--- src/rtl/uart_pkg.sv ---
`default_nettype none
// ----------------------------------------------------------------------------
// uart_pkg : state encodings and default timing shared by the UART blocks
// Rev 1.0
// ----------------------------------------------------------------------------
package uart_pkg;

  localparam int unsigned c_default_clk_freq = 100_000_000;
  localparam int unsigned c_default_baud     = 9600;

  typedef logic [1:0] uart_state_t;

  localparam uart_state_t c_st_idle  = 2'd0;
  localparam uart_state_t c_st_start = 2'd1;
  localparam uart_state_t c_st_data  = 2'd2;
  localparam uart_state_t c_st_stop  = 2'd3;

  // Cycles per bit; integer division truncates toward zero.
  function automatic int unsigned baud_div(input int unsigned clk_freq,
                                           input int unsigned baud);
    return clk_freq / baud;
  endfunction

endpackage
`default_nettype wire

--- src/rtl/uart_tx_fifo.sv ---
`default_nettype none
// ----------------------------------------------------------------------------
// uart_tx_fifo : small power-of-two FIFO with registered full flag
// Rev 1.0
// ----------------------------------------------------------------------------
module uart_tx_fifo #(
  parameter int unsigned DEPTH = 4,
  parameter int unsigned WIDTH = 8
) (
  input  logic             clk,
  input  logic             rst_n,
  input  logic             push,
  input  logic             pop,
  input  logic [WIDTH-1:0] din,
  output logic [WIDTH-1:0] dout,
  output logic             full,
  output logic             empty
);

  localparam int unsigned       c_aw       = (DEPTH > 1) ? $clog2(DEPTH) : 1;
  localparam logic [c_aw:0]     c_full_cnt = (c_aw + 1)'(DEPTH);

  logic [WIDTH-1:0] mem_q [DEPTH];
  logic [c_aw-1:0]  wr_q, wr_d, rd_q, rd_d;
  logic [c_aw:0]    cnt_q, cnt_d;
  logic             full_q, full_d;
  logic             w_push, w_pop;

  // Full is a flop, so a pop on the same edge cannot open room for a push.
  assign w_push = push & ~full_q;
  assign w_pop  = pop & (cnt_q != '0);

  always_comb begin
    wr_d = w_push ? wr_q + 1'b1 : wr_q;
    rd_d = w_pop  ? rd_q + 1'b1 : rd_q;
    unique case ({w_push, w_pop})
      2'b10:   cnt_d = cnt_q + 1'b1;
      2'b01:   cnt_d = cnt_q - 1'b1;
      default: cnt_d = cnt_q;
    endcase
    full_d = (cnt_d == c_full_cnt);
  end

  always_ff @(posedge clk or negedge rst_n) begin
    if (!rst_n) begin
      wr_q   <= '0;
      rd_q   <= '0;
      cnt_q  <= '0;
      full_q <= 1'b0;
    end else begin
      wr_q   <= wr_d;
      rd_q   <= rd_d;
      cnt_q  <= cnt_d;
      full_q <= full_d;
    end
  end

  always_ff @(posedge clk) begin
    if (w_push) mem_q[wr_q] <= din;
  end

  assign dout  = mem_q[rd_q];
  assign full  = full_q;
  assign empty = (cnt_q == '0);

endmodule
`default_nettype wire

--- src/rtl/uart_transmitter.sv ---
`default_nettype none
// ----------------------------------------------------------------------------
// uart_transmitter : buffered 8N1 UART transmitter
// Rev 1.0
// ----------------------------------------------------------------------------
module uart_transmitter
  import uart_pkg::*;
#(
  parameter int unsigned CLK_FREQ   = c_default_clk_freq,
  parameter int unsigned BAUD       = c_default_baud,
  parameter int unsigned FIFO_DEPTH = 4
) (
  input  logic       sysclk,
  input  logic       reset,
  input  logic [7:0] tx_data,
  input  logic       tx_valid,
  output logic       tx_ready,
  output logic       UART_TX,
  output logic       tx_busy
);

  localparam int unsigned          c_div      = baud_div(CLK_FREQ, BAUD);
  localparam int unsigned          c_cnt_w    = (c_div > 1) ? $clog2(c_div) : 1;
  localparam logic [c_cnt_w-1:0]   c_cnt_last = c_cnt_w'(c_div - 1);

  uart_state_t        state_q, state_d;
  logic [c_cnt_w-1:0] cnt_q, cnt_d;
  logic [2:0]         bit_q, bit_d;
  logic [7:0]         shift_q, shift_d;
  logic               tx_q, tx_d;

  logic               w_push, w_pop, w_full, w_empty, w_bit_end;
  logic [7:0]         w_fifo_dout;

  assign w_push    = tx_valid & ~w_full;
  assign w_bit_end = (cnt_q == c_cnt_last);

  uart_tx_fifo #(
    .DEPTH (FIFO_DEPTH),
    .WIDTH (8)
  ) u_fifo (
    .clk   (sysclk),
    .rst_n (reset),
    .push  (w_push),
    .pop   (w_pop),
    .din   (tx_data),
    .dout  (w_fifo_dout),
    .full  (w_full),
    .empty (w_empty)
  );

  always_ff @(posedge sysclk or negedge reset) begin
    if (!reset) begin
      state_q <= c_st_idle;
      cnt_q   <= '0;
      bit_q   <= '0;
      shift_q <= '0;
      tx_q    <= 1'b1;
    end else begin
      state_q <= state_d;
      cnt_q   <= cnt_d;
      bit_q   <= bit_d;
      shift_q <= shift_d;
      tx_q    <= tx_d;
    end
  end

  always_comb begin
    state_d = state_q;
    case (state_q)
      c_st_idle:  if (!w_empty) state_d = c_st_start;
      c_st_start: if (w_bit_end) state_d = c_st_data;
      c_st_data:  if (w_bit_end && bit_q == 3'd7) state_d = c_st_stop;
      c_st_stop:  if (w_bit_end) state_d = w_empty ? c_st_idle : c_st_start;
      default:    state_d = c_st_idle;
    endcase
  end

  // The line level for the next bit is computed here and registered in tx_q.
  always_comb begin
    cnt_d   = w_bit_end ? '0 : cnt_q + 1'b1;
    bit_d   = bit_q;
    shift_d = shift_q;
    tx_d    = tx_q;
    w_pop   = 1'b0;
    case (state_q)
      c_st_idle: begin
        cnt_d = '0;
        tx_d  = 1'b1;
        if (!w_empty) begin
          w_pop   = 1'b1;
          shift_d = w_fifo_dout;
          bit_d   = '0;
          tx_d    = 1'b0;
        end
      end
      c_st_start: begin
        if (w_bit_end) begin
          tx_d    = shift_q[0];
          shift_d = {1'b0, shift_q[7:1]};
          bit_d   = '0;
        end
      end
      c_st_data: begin
        if (w_bit_end) begin
          if (bit_q == 3'd7) begin
            tx_d = 1'b1;
          end else begin
            tx_d    = shift_q[0];
            shift_d = {1'b0, shift_q[7:1]};
            bit_d   = bit_q + 1'b1;
          end
        end
      end
      c_st_stop: begin
        if (w_bit_end) begin
          if (!w_empty) begin
            w_pop   = 1'b1;
            shift_d = w_fifo_dout;
            bit_d   = '0;
            tx_d    = 1'b0;
          end else begin
            tx_d = 1'b1;
          end
        end
      end
      default: begin
        cnt_d = '0;
        tx_d  = 1'b1;
      end
    endcase
  end

  assign tx_ready = ~w_full;
  assign UART_TX  = tx_q;
  assign tx_busy  = (state_q != c_st_idle) | ~w_empty;

endmodule
`default_nettype wire

--- config.mk ---
export PLATFORM = sky130hd
export DESIGN_NAME = uart_transmitter
export DESIGN_NICKNAME = d
export VERILOG_FILES = /design/src/rtl/uart_pkg.sv /design/src/rtl/uart_tx_fifo.sv /design/src/rtl/uart_transmitter.sv
export SDC_FILE = /design/constraint.sdc
export NUM_CORES = 1
export LEC_CHECK = 0
export ABC_AREA = 1
export BUFFER_PORTS_ARGS = -buffer_cell sky130_fd_sc_hd__buf_2
export CAP_MARGIN = 20
export CORE_ASPECT_RATIO = 0.75
export CORE_MARGIN = 2
export CORE_UTILIZATION = 61
export DETAILED_ROUTE_END_ITERATION = 6
export GPL_ROUTABILITY_DRIVEN = 0
export PLACE_DENSITY = 0.79
export SYNTH_ARGS = -nofsm -noshare
export SYNTH_HDL_FRONTEND = slang
export SYNTH_HIERARCHICAL = 1
export SYNTH_SLANG_ARGS = --single-unit
export TNS_END_PERCENT = 30
--- constraint.sdc ---
create_clock -name sysclk -period 3.4 [get_ports sysclk]
set_clock_uncertainty 0.1 [all_clocks]
set_input_delay 0.34 -clock sysclk [delete_from_list [all_inputs] [get_ports sysclk]]
set_output_delay 0.34 -clock sysclk [all_outputs]
set_load 0.005 [all_outputs]
==> run metrics, run 1 <==
final setup vio count 0; DR DRC count 0; # diodes 0; main area contributors after synthesis edfxtp_1 (29%), dfrtp_1 (26%), nand2_1 (9.4%), nor2_1 (4.9%), ha_1 (4.9%); crit start category flip-flop; # fillers 399; peak supply drop 384 uV; CTS Buf Count 9; grt ovf 0; routed wire length per instance 13.5 um; H-tree levels 3; Least-Margin Pin Slew 0.834 ns; final worst path period share 0.838; sw frac 0.377; vias in the first global route 2162; pre-CTS setup slack 0.605 ns; Gate Count Post-Synth 355; delay-heaviest family, CP adder cells; layout cells sized above 1 0.127; layout net count 399; final slew viol count 0; Max stage delay on crit path 0.49 ns; CP max stage cell fa_1; Max Freq 351 MHz; setup slack after layout 0.549 ns; number of vias per cell 5.23; Crit Path Class flip-flop to flip-flop; Net Switching 1.25 mW; Top cell by count, worst path inv_1; Die ar. 6100 um2; Initial Util 0.628; setup tns final 0 ns; Max FO, Critical Path 11; status finished clean; Buf/Inv on CP 3; initial antenna violation count 0; unrepaired setup endpoints after global routing false; Yosys reg bits 68; mapped cell area 3350 um2; Internal Power 2.06 mW; post-synth top area cell edfxtp_1; area growth from synthesis to layout 11.2%; root cell of the clock tree clkbuf_8; Antenna Violating Nets Remaining 0; CTS tree done; first-pass GRT wire length 9990 um; WHS 0.105 ns; iteration-0 DRC count of the detailed router 185; pwr dens 888 nW/um2; Leak Pwr 1.66 nW; Worst slew margin 0.442; clock buffer depth 2; num rows 23; Clk pin slew, worst setup/hold paths 0.08 ns; Final Hold Violating Endpoints 0; Buffers on Ports 13; worst skew pair latency 0.35 ns; syn avg cell area 9.42 um2; sequential power share 0.376; arrival time at the worst endpoint 3.02 ns; via count of the routed design 2375; Die X 89.5 um; crit path cell chain inv_1 > ha_1 > nor2_1 > o21ai_0 > nor2_1 > nand2_1 > inv_1 > ha_1 > inv_1 > fa_1 > nand2_1 > o21ai_1 > nand3_1 > a21oi_1; power share of the clock group 0.268; DR pass1 iterations 4; Tmin final 2.85 ns; Routed WL 6150 um; GRT Total Usage 0.230; Yosys warning total 6; core area 5320 um2; Seq/Total Area, Yosys 0.557; Worst Path Required 3.57 ns; post-CTS setup buffers 0; Hold WC Path Type input pin to flip-flop; largest net degree at the start of global routing 37; Die Y 68.1 um; top cell type's share of synthesized area 0.287; Post-CTS Hold Buffers 1; I/O Pins 14; clock sink total 68; Syn Nets 380; Detailed Place HPWL 4240 um; Combinational Power Share 0.356; Final Util 0.699; post-CTS sizing 0; Max-Cap Viols 0; Worst setup EP type flip-flop; post-synth cell types 33
cell usage after synthesis, drive strengths merged:
library cell,n
nor3,9
or2,1
nand2,88
o21ai,22
o22ai,8
a31oi,1
fa,1
nor2,51
a21boi,1
xor2,4
nand3,14
dfrtp,35
xnor2,2
buf,6
ha,13
dfstp,1
a21oi,9
nand4,12
inv,45
edfxtp,32
sequential cells by signal, indices dropped and copies added, names as in the netlist, 2 cells and up:
name / flops
shift_q: 8
u_fifo/rd_q: 2
state_q: 2
u_fifo/cnt_q: 3
u_fifo/wr_q: 2
u_fifo/mem_q: 32
cnt_q: 14
bit_q: 3
metal layers:
| layer | share of wire | GRT usage |
|---|---|---|
| met5 | 0 | 0 |
| met4 | 0.0089 | 0.0690 |
| met3 | 0.057 | 0.0917 |
| met2 | 0.45 | 0.343 |
| met1 | 0.48 | 0.312 |
layout make-up:
cell class,instances,area (um2),share of cell area
Timing Repair Buffer,14,75.1,0.0202
Clock inverter,7,146,0.0393
Inverter,45,176,0.0474
Clock buffer,9,124,0.0333
Multi-Input combinational cell,236,1240,0.334
Tap cell,75,93.8,0.0252
Sequential cell,68,1860,0.501
power groups by stage:
| stage | clock (mW) | combinational [mW] | sequential [mW] |
|---|---|---|---|
| after detailed placement | 0 | 1.17 | 1.26 |
| after global routing | 0.935 | 1.36 | 1.27 |
| final | 0.886 | 1.18 | 1.24 |
| after CTS | 0.899 | 1.18 | 1.24 |
| after global placement | 0 | 1.13 | 1.25 |
| after floorplan | 0 | 1.02 | 1.19 |
worst paths after layout:
| check | start | to | slack [ns] | cells after the start |
|---|---|---|---|---|
| worst min-delay path | tx_data[5] | u_fifo/mem_q[0][5] | 0.10 | 1 |
| worst min register to register | shift_q[6] | shift_q[6] | 0.38 | 2 |
| worst max register to register | state_q[0] | u_fifo/full | 0.55 | 14 |
| max in group asynchronous | reset | cnt_q[2] | 2.16 | 2 |
| min in group asynchronous | reset | bit_q[0] | 0.52 | 2 |
| worst max-delay path | state_q[0] | u_fifo/full | 0.55 | 14 |
stage by stage:
step                      cells  instance area, um2  total power [mW]
final                       454                3720              3.31
after floorplan             355                3350              2.21
after global placement      437                3440              2.38
after detailed placement    437                3440              2.43
after CTS                   454                3720              3.32
after global routing        454                3720              3.57
cell families (layout without fill, tap and decap cells):
logic type               count (synthesis)  after routing  share of synthesized area
AO/OA/AOI/OAI                           41             41                     0.0677
AND/OR/NAND/NOR                        175            175                      0.233
buffers and inverters                   51             75                     0.0718
flip-flops                              68             68                      0.557
adder cells (fa/ha/maj)                 14             14                     0.0546
XOR/XNOR                                 6              6                     0.0157
placed cells by master, fill, tap and decap left out, types with 8 or more instances in the layout:
master	netlist	final
nor2_1	44	44
nand3_1	12	12
nand2_1	84	84
a21oi_1	8	8
nor3_1	9	9
ha_1	13	13
inv_1	43	43
buf_2	2	13
edfxtp_1	32	32
o22ai_1	8	8
dfrtp_1	35	35
nand4_1	12	12
clkbuf_8	0	9
o21ai_0	19	19
No activity file was read; power rests on OpenSTA's default activity.
==> inputs of run 2 (changes only) <==
==> constraint.sdc (replaced) <==
create_clock -name sysclk -period 2.73 [get_ports sysclk]
set_clock_uncertainty 0.1 [all_clocks]
set_input_delay 0.273 -clock sysclk [delete_from_list [all_inputs] [get_ports sysclk]]
set_output_delay 0.273 -clock sysclk [all_outputs]
set_load 0.005 [all_outputs]
==> run 2 against run 1 <==
  * Flip-flop and latch count did not move
  * Total power up 22%
  * Sequential power grew 24%
  * Setup slack worse by 0.39 ns
  * Core utilization grew 0.19 points
  * Clock-buffer cell count is the same
  * Final area increased by 0.27%
  * Sequential share of layout area fell by 0.13 points
  * Global-route usage rose by 0.16 points
==> run metrics, run 2 (synthesis gave the netlist of run 1 again) <==
worst hold stages 1 (unchanged); CTS Buf Count 9 (unchanged); DR pass1 iterations 4 (unchanged); met3 WL post-DR 295 um (was 349 um); via count of the routed design 2417 (was 2375); Buffers on Ports 13 (unchanged); min-delay src tx_data[3] (was tx_data[5]); area growth from synthesis to layout 11.5% (was 11.2%); layout cells sized above 1 0.154 (was 0.127); final worst path period share 0.940 (was 0.838); Max-Cap Viols 0 (unchanged); launching point of the worst reg2reg path cnt_q[0] (was state_q[0]); largest net degree at the start of global routing 37 (unchanged); routed wire length per instance 13.5 um (about the same); I/O Pins 14 (unchanged); num rows 23 (unchanged); layout net count 404 (was 399); WL met1 2990 um (was 2980 um); Worst Hold End u_fifo/mem_q[3][3] (was u_fifo/mem_q[0][5]); Clk pin slew, worst setup/hold paths 0.07 ns (was 0.08 ns); arrival time at the worst endpoint 2.74 ns (was 3.02 ns); core area 5320 um2 (unchanged); final slew viol count 0 (unchanged); Worst slew margin 0.472 (was 0.442); Largest Register u_fifo/mem_q (unchanged); CTS tree done (unchanged); worst skew pair latency 0.35 ns (about the same); WHS 0.0431 ns (was 0.105 ns); R2R setup slack 0.16 ns (was 0.55 ns); final setup vio count 0 (unchanged); metal2 WL 2830 um (was 2760 um); setup slack after layout 0.163 ns (was 0.549 ns); Detailed Place HPWL 4140 um (was 4240 um); Max Used Layer met4 (unchanged); first-pass GRT wire length 10300 um (was 9990 um); H-tree levels 3 (unchanged); peak supply drop 519 uV (was 384 uV); Tmin final 2.57 ns (was 2.85 ns); CP max stage cell fa_1 (unchanged); Initial Util 0.628 (unchanged); crit path cell chain ha_2 > nand3_4 > nor2_4 > a21oi_2 > nor2_1 > nand2_1 > inv_1 > ha_2 > inv_1 > fa_1 > nand2_1 > o21ai_1 > nand3_1 > a21oi_1 (was inv_1 > ha_1 > nor2_1 > o21ai_0 > nor2_1 > nand2_1 > inv_1 > ha_1 > inv_1 > fa_1 > nand2_1 > o21ai_1 > nand3_1 > a21oi_1); # diodes 0 (unchanged); status finished clean (unchanged); pwr dens 1080 nW/um2 (was 888 nW/um2); Antenna Violating Nets Remaining 0 (unchanged); Max stage delay on crit path 0.48 ns (was 0.49 ns); vias in the first global route 2271 (was 2162); crit start category flip-flop (unchanged); grt ovf 0 (unchanged); Least-Margin Pin Slew 0.791 ns (was 0.834 ns); max reg flops 32 (unchanged); most common cell after layout, fill and taps aside nand2_1 (unchanged); GRT Total Usage 0.231 (was 0.230); clock sink total 68 (unchanged); pre-CTS setup slack 0.0236 ns (was 0.605 ns); initial antenna violation count 0 (unchanged); iteration-0 DRC count of the detailed router 100 (was 185); Max Freq 390 MHz (was 351 MHz); Die ar. 6100 um2 (unchanged); clock buffer depth 2 (unchanged); Max FO, Critical Path 7 (was 11); Routed WL 6190 um (was 6150 um); FF-to-FF End u_fifo/full (unchanged); number of vias per cell 5.27 (was 5.23); most frequent cells in the layout nand2_1 (84), nor2_1 (43), inv_1 (41), dfrtp_1 (35), edfxtp_1 (32) (was nand2_1 (84), nor2_1 (44), inv_1 (43), dfrtp_1 (35), edfxtp_1 (32)); Die Y 68.1 um (unchanged); Crit Path Class flip-flop to flip-flop (unchanged); Largest regs u_fifo/mem_q: 32 flops, cnt_q: 14 flops, shift_q: 8 flops (unchanged); Leak Pwr 1.65 nW (was 1.66 nW); Die X 89.5 um (unchanged); Reg2Reg Depth 14 (unchanged); Final Util 0.701 (was 0.699); root cell of the clock tree clkbuf_8 (unchanged); Hold WC Path Type input pin to flip-flop (unchanged); Worst Path Required 2.90 ns (was 3.57 ns); DR DRC count 0 (unchanged); Worst setup EP type flip-flop (unchanged); Final Hold Violating Endpoints 0 (unchanged)
## run 2: cell count changes in the layout (fill, tap and decap cells not counted), sizes merged
cell,before,now
buf,13,18
clkinvlp,0,3
bufinv,4,2
clkinv,2,1
## run 2: worst max-delay path: cells and delay by family (launching register included)
family                     cells  cell delay, ns
AOI/OAI and AO/OA              3            0.34
and+or+nand+nor                6            0.64
DFF                            1            0.37
buffers and inverters          2            0.15
adders and majority gates      3            0.89
## run 2: cell type report
class	count	area, um2
clock buffer	9	124
tap	75	93.8
clock inverter	7	100
fill	387	1590
inverter	45	176
timing repair buffer	19	113
sequential	68	1860
multi-input combinational	236	1260
## run 2: metrics by stage
stage	instances	setup TNS [ns]	cell area, um2	power, mW
finish	459	0	3730	4.02
global route	459	-0.0128	3730	4.36
CTS	457	0	3700	3.98
detailed placement	439	0	3460	3.05
global placement	439	0	3460	2.98
floorplan	355	0	3350	2.75
## run 2: worst max path at each step
stage | cells past startpoint | slack, ns | to | from
after floorplan | 15 | 0.17 | u_fifo/full | state_q[0]
after global placement | 14 | 0.17 | u_fifo/full | state_q[0]
after detailed placement | 14 | 0.02 | u_fifo/full | state_q[0]
after CTS | 14 | 0.03 | u_fifo/full | state_q[1]
after global routing | 14 | -0.01 | u_fifo/full | state_q[1]
final | 14 | 0.16 | u_fifo/full | cnt_q[0]
## run 2: power breakdown
part / total (mW) / internal (mW) / switching [mW]
Sequential: 1.54 / 1.35 / 0.192
Clock: 0.910 / 0.518 / 0.392
Combinational: 1.57 / 0.559 / 1.01
## run 2: metal layers
layer	track usage	vias to the layer above
li1	-	1214
met1	0.307	1136
met2	0.356	56
met3	0.0856	11
met4	0.0765	0
met5	0	-
## run 2: repair_timing
item,CTS,global route
pin swaps,0,1
endpoints found under the hold margin,35,0
endpoints found under the setup margin,1,3
resized for setup,0,8
hold buffers,1,0
setup buffers,1,2
gates cloned,0,0
==> inputs of run 3 (changes only) <==
--- a/config.mk
+++ b/config.mk
@@ -9,10 +9,11 @@
 export BUFFER_PORTS_ARGS = -buffer_cell sky130_fd_sc_hd__buf_2
 export CAP_MARGIN = 20
 export CORE_ASPECT_RATIO = 0.75
-export CORE_MARGIN = 2
+export CORE_MARGIN = 3
 export CORE_UTILIZATION = 61
 export DETAILED_ROUTE_END_ITERATION = 6
 export GPL_ROUTABILITY_DRIVEN = 0
+export MAX_ROUTING_LAYER = met4
 export PLACE_DENSITY = 0.79
 export SYNTH_ARGS = -nofsm -noshare
 export SYNTH_HDL_FRONTEND = slang
==> run 3 against run 2 <==
  * Critical path depth is the same
  * Clock-buffer cell count stayed put
  * Global-route usage is 2.0 points lower
  * Setup slack gained 0.026 ns
  * Highest routed layer unchanged
  * Total power is 1.5% lower
  * Register-to-register slack better by 0.03 ns
  * Flip-flop and latch count stayed put
  * Die area rose by 5.2%
  * Worst hold slack got worse by 0.013 ns
  * Cell count down 0.65%
  * Largest power group unchanged
==> run metrics, run 3 (synthesis gave the netlist of run 1 again) <==
status finished clean (unchanged); DR pass1 iterations 4 (unchanged); final slew viol count 0 (unchanged); Die ar. 6420 um2 (was 6100 um2); Leak Pwr 1.65 nW (about the same); Die X 91.5 um (was 89.5 um); most frequent cells in the layout nand2_1 (83), nor2_1 (43), inv_1 (40), dfrtp_1 (34), edfxtp_1 (32) (was nand2_1 (84), nor2_1 (43), inv_1 (41), dfrtp_1 (35), edfxtp_1 (32)); arrival time at the worst endpoint 2.72 ns (was 2.74 ns); Final Hold Violating Endpoints 0 (unchanged); Final Util 0.727 (was 0.701); Crit Path Class flip-flop to flip-flop (unchanged); # fillers 356 (was 387); Largest Register u_fifo/mem_q (unchanged); Initial Util 0.657 (was 0.628); CP max stage cell fa_1 (unchanged); GRT Total Usage 0.211 (was 0.231); dpl cells 437 (was 439); most common cell after layout, fill and taps aside nand2_1 (unchanged); layout cells sized above 1 0.156 (was 0.154); via count of the routed design 2368 (was 2417); root cell of the clock tree clkbuf_8 (unchanged); setup slack after layout 0.189 ns (was 0.163 ns); M1 GR Usage 0.283 (was 0.307); fin cells 456 (was 459); Worst setup EP type flip-flop (unchanged); peak supply drop 772 uV (was 519 uV); final worst path period share 0.931 (was 0.940); Max FO, Critical Path 5 (was 7); pre-CTS setup slack 0.121 ns (was 0.0236 ns); worst skew pair latency 0.35 ns (about the same); Clk pin slew, worst setup/hold paths 0.08 ns (was 0.07 ns); most used routing layer met2 (unchanged); Die Y 70.1 um (was 68.1 um); met3 usage in global routing 0.0646 (was 0.0856); Worst slew margin 0.469 (was 0.472); Routed WL 5920 um (was 6190 um); Multi-input gate area 1250 um2 (was 1260 um2); initial antenna violation count 0 (unchanged); layout net count 404 (unchanged); Least-Margin Pin Slew 0.796 ns (was 0.791 ns); fin area 3700 um2 (was 3730 um2); first-pass GRT wire length 10200 um (was 10300 um); grt ovf 0 (unchanged); core area 5090 um2 (was 5320 um2); routed wire length per instance 13.0 um (was 13.5 um); crit path cell chain inv_2 > ha_1 > nor2_2 > o21ai_0 > nor2_1 > nand2_2 > inv_2 > ha_1 > inv_1 > fa_1 > nand2_1 > o21ai_1 > nand3_1 > a21oi_1 (was ha_2 > nand3_4 > nor2_4 > a21oi_2 > nor2_1 > nand2_1 > inv_1 > ha_2 > inv_1 > fa_1 > nand2_1 > o21ai_1 > nand3_1 > a21oi_1); # diodes 0 (unchanged); CTS Buf Count 9 (unchanged); I/O Pins 14 (unchanged); CTS tree done (unchanged); iteration-0 DRC count of the detailed router 190 (was 100); max reg flops 32 (unchanged); number of vias per cell 5.19 (was 5.27); clock buffer depth 2 (unchanged); Tmin final 2.54 ns (was 2.57 ns); crit start category flip-flop (unchanged); vias in the first global route 2199 (was 2271); Max Freq 394 MHz (was 390 MHz); Worst Path Required 2.91 ns (was 2.90 ns); DR DRC count 0 (unchanged); final setup vio count 0 (unchanged); Area after DPL 3460 um2 (about the same); Largest regs u_fifo/mem_q: 32 flops, cnt_q: 14 flops, shift_q: 8 flops (unchanged); Antenna Violating Nets Remaining 0 (unchanged); pwr dens 1070 nW/um2 (was 1080 nW/um2); H-tree levels 3 (unchanged); clock sink total 68 (unchanged); Max stage delay on crit path 0.49 ns (was 0.48 ns); register area 1860 um2 (about the same); met2 Resource Use GR 0.301 (was 0.356); Detailed Place HPWL 4100 um (was 4140 um); largest net degree at the start of global routing 37 (unchanged); area growth from synthesis to layout 10.6% (was 11.5%); Hold WC Path Type input pin to flip-flop (unchanged); Final Total Pwr 3.97 mW (was 4.02 mW); Buffers on Ports 13 (unchanged); Max-Cap Viols 0 (unchanged); num rows 22 (was 23)
run 3: changes by cell type in the layout (fill, tap and decap cells not counted), sizes merged:
cell      previous run  this run
bufinv               2         1
clkinvlp             3         1
clkinv               1         2
inv                 46        48
run 3: routing by layer:
metal / routed length [um] / share of wire / vias up
li1: - / - / 1216
met1: 2840 / 0.48 / 1084
met2: 2640 / 0.45 / 57
met3: 323 / 0.055 / 11
met4: 116 / 0.020 / 0
met5: 0 / 0 / -
run 3: power breakdown:
| group | internal (mW) | switching (mW) |
|---|---|---|
| Sequential | 1.35 | 0.192 |
| Combinational | 0.562 | 1.01 |
| Clock | 0.437 | 0.411 |
| Total | 2.35 | 1.61 |
run 3: per-stage QoR:
step | hold WS (ns) | TNS [ns]
finish | 0.0305 | 0
global route | 0.0159 | -0.0290
CTS | 0.0137 | 0
detailed placement | 0.307 | 0
global placement | 0.294 | 0
floorplan | -0.123 | 0
run 3: final timing paths:
kind                       startpoint                  to  slack, ns  cells after the start
hold / removal             tx_data[2]  u_fifo/mem_q[1][2]       0.03                      1
setup / recovery           state_q[0]         u_fifo/full       0.19                     14
min in group asynchronous       reset      u_fifo/wr_q[0]       0.44                      2
max in group asynchronous       reset          state_q[0]       1.54                      2
hold reg to reg            shift_q[0]          shift_q[0]       0.37                      2
setup reg to reg           state_q[0]         u_fifo/full       0.19                     14
run 3: what timing repair did:
item	in CTS	in global routing
hold buffers	1	0
setup buffers	0	2
gates resized for setup	0	7
endpoints found under the setup margin	0	3
endpoints found under the hold margin	35	0
run 3: layout make-up:
class / count / share of cell area
sequential: 68 / 0.504
multi-input combinational: 236 / 0.338
inverter: 45 / 0.0477
clock buffer: 9 / 0.0335
timing repair buffer: 19 / 0.0304
tap: 72 / 0.0243
clock inverter: 7 / 0.0227
run 3: worst max-delay path: cells and delay by family (launching register included):
family                   cells  cell delay, ns
flip-flops                   1            0.41
AO/OA/AOI/OAI                3            0.31
AND/OR/NAND/NOR              5            0.48
buffers and inverters        3            0.18
adder cells (fa/ha/maj)      3            0.96
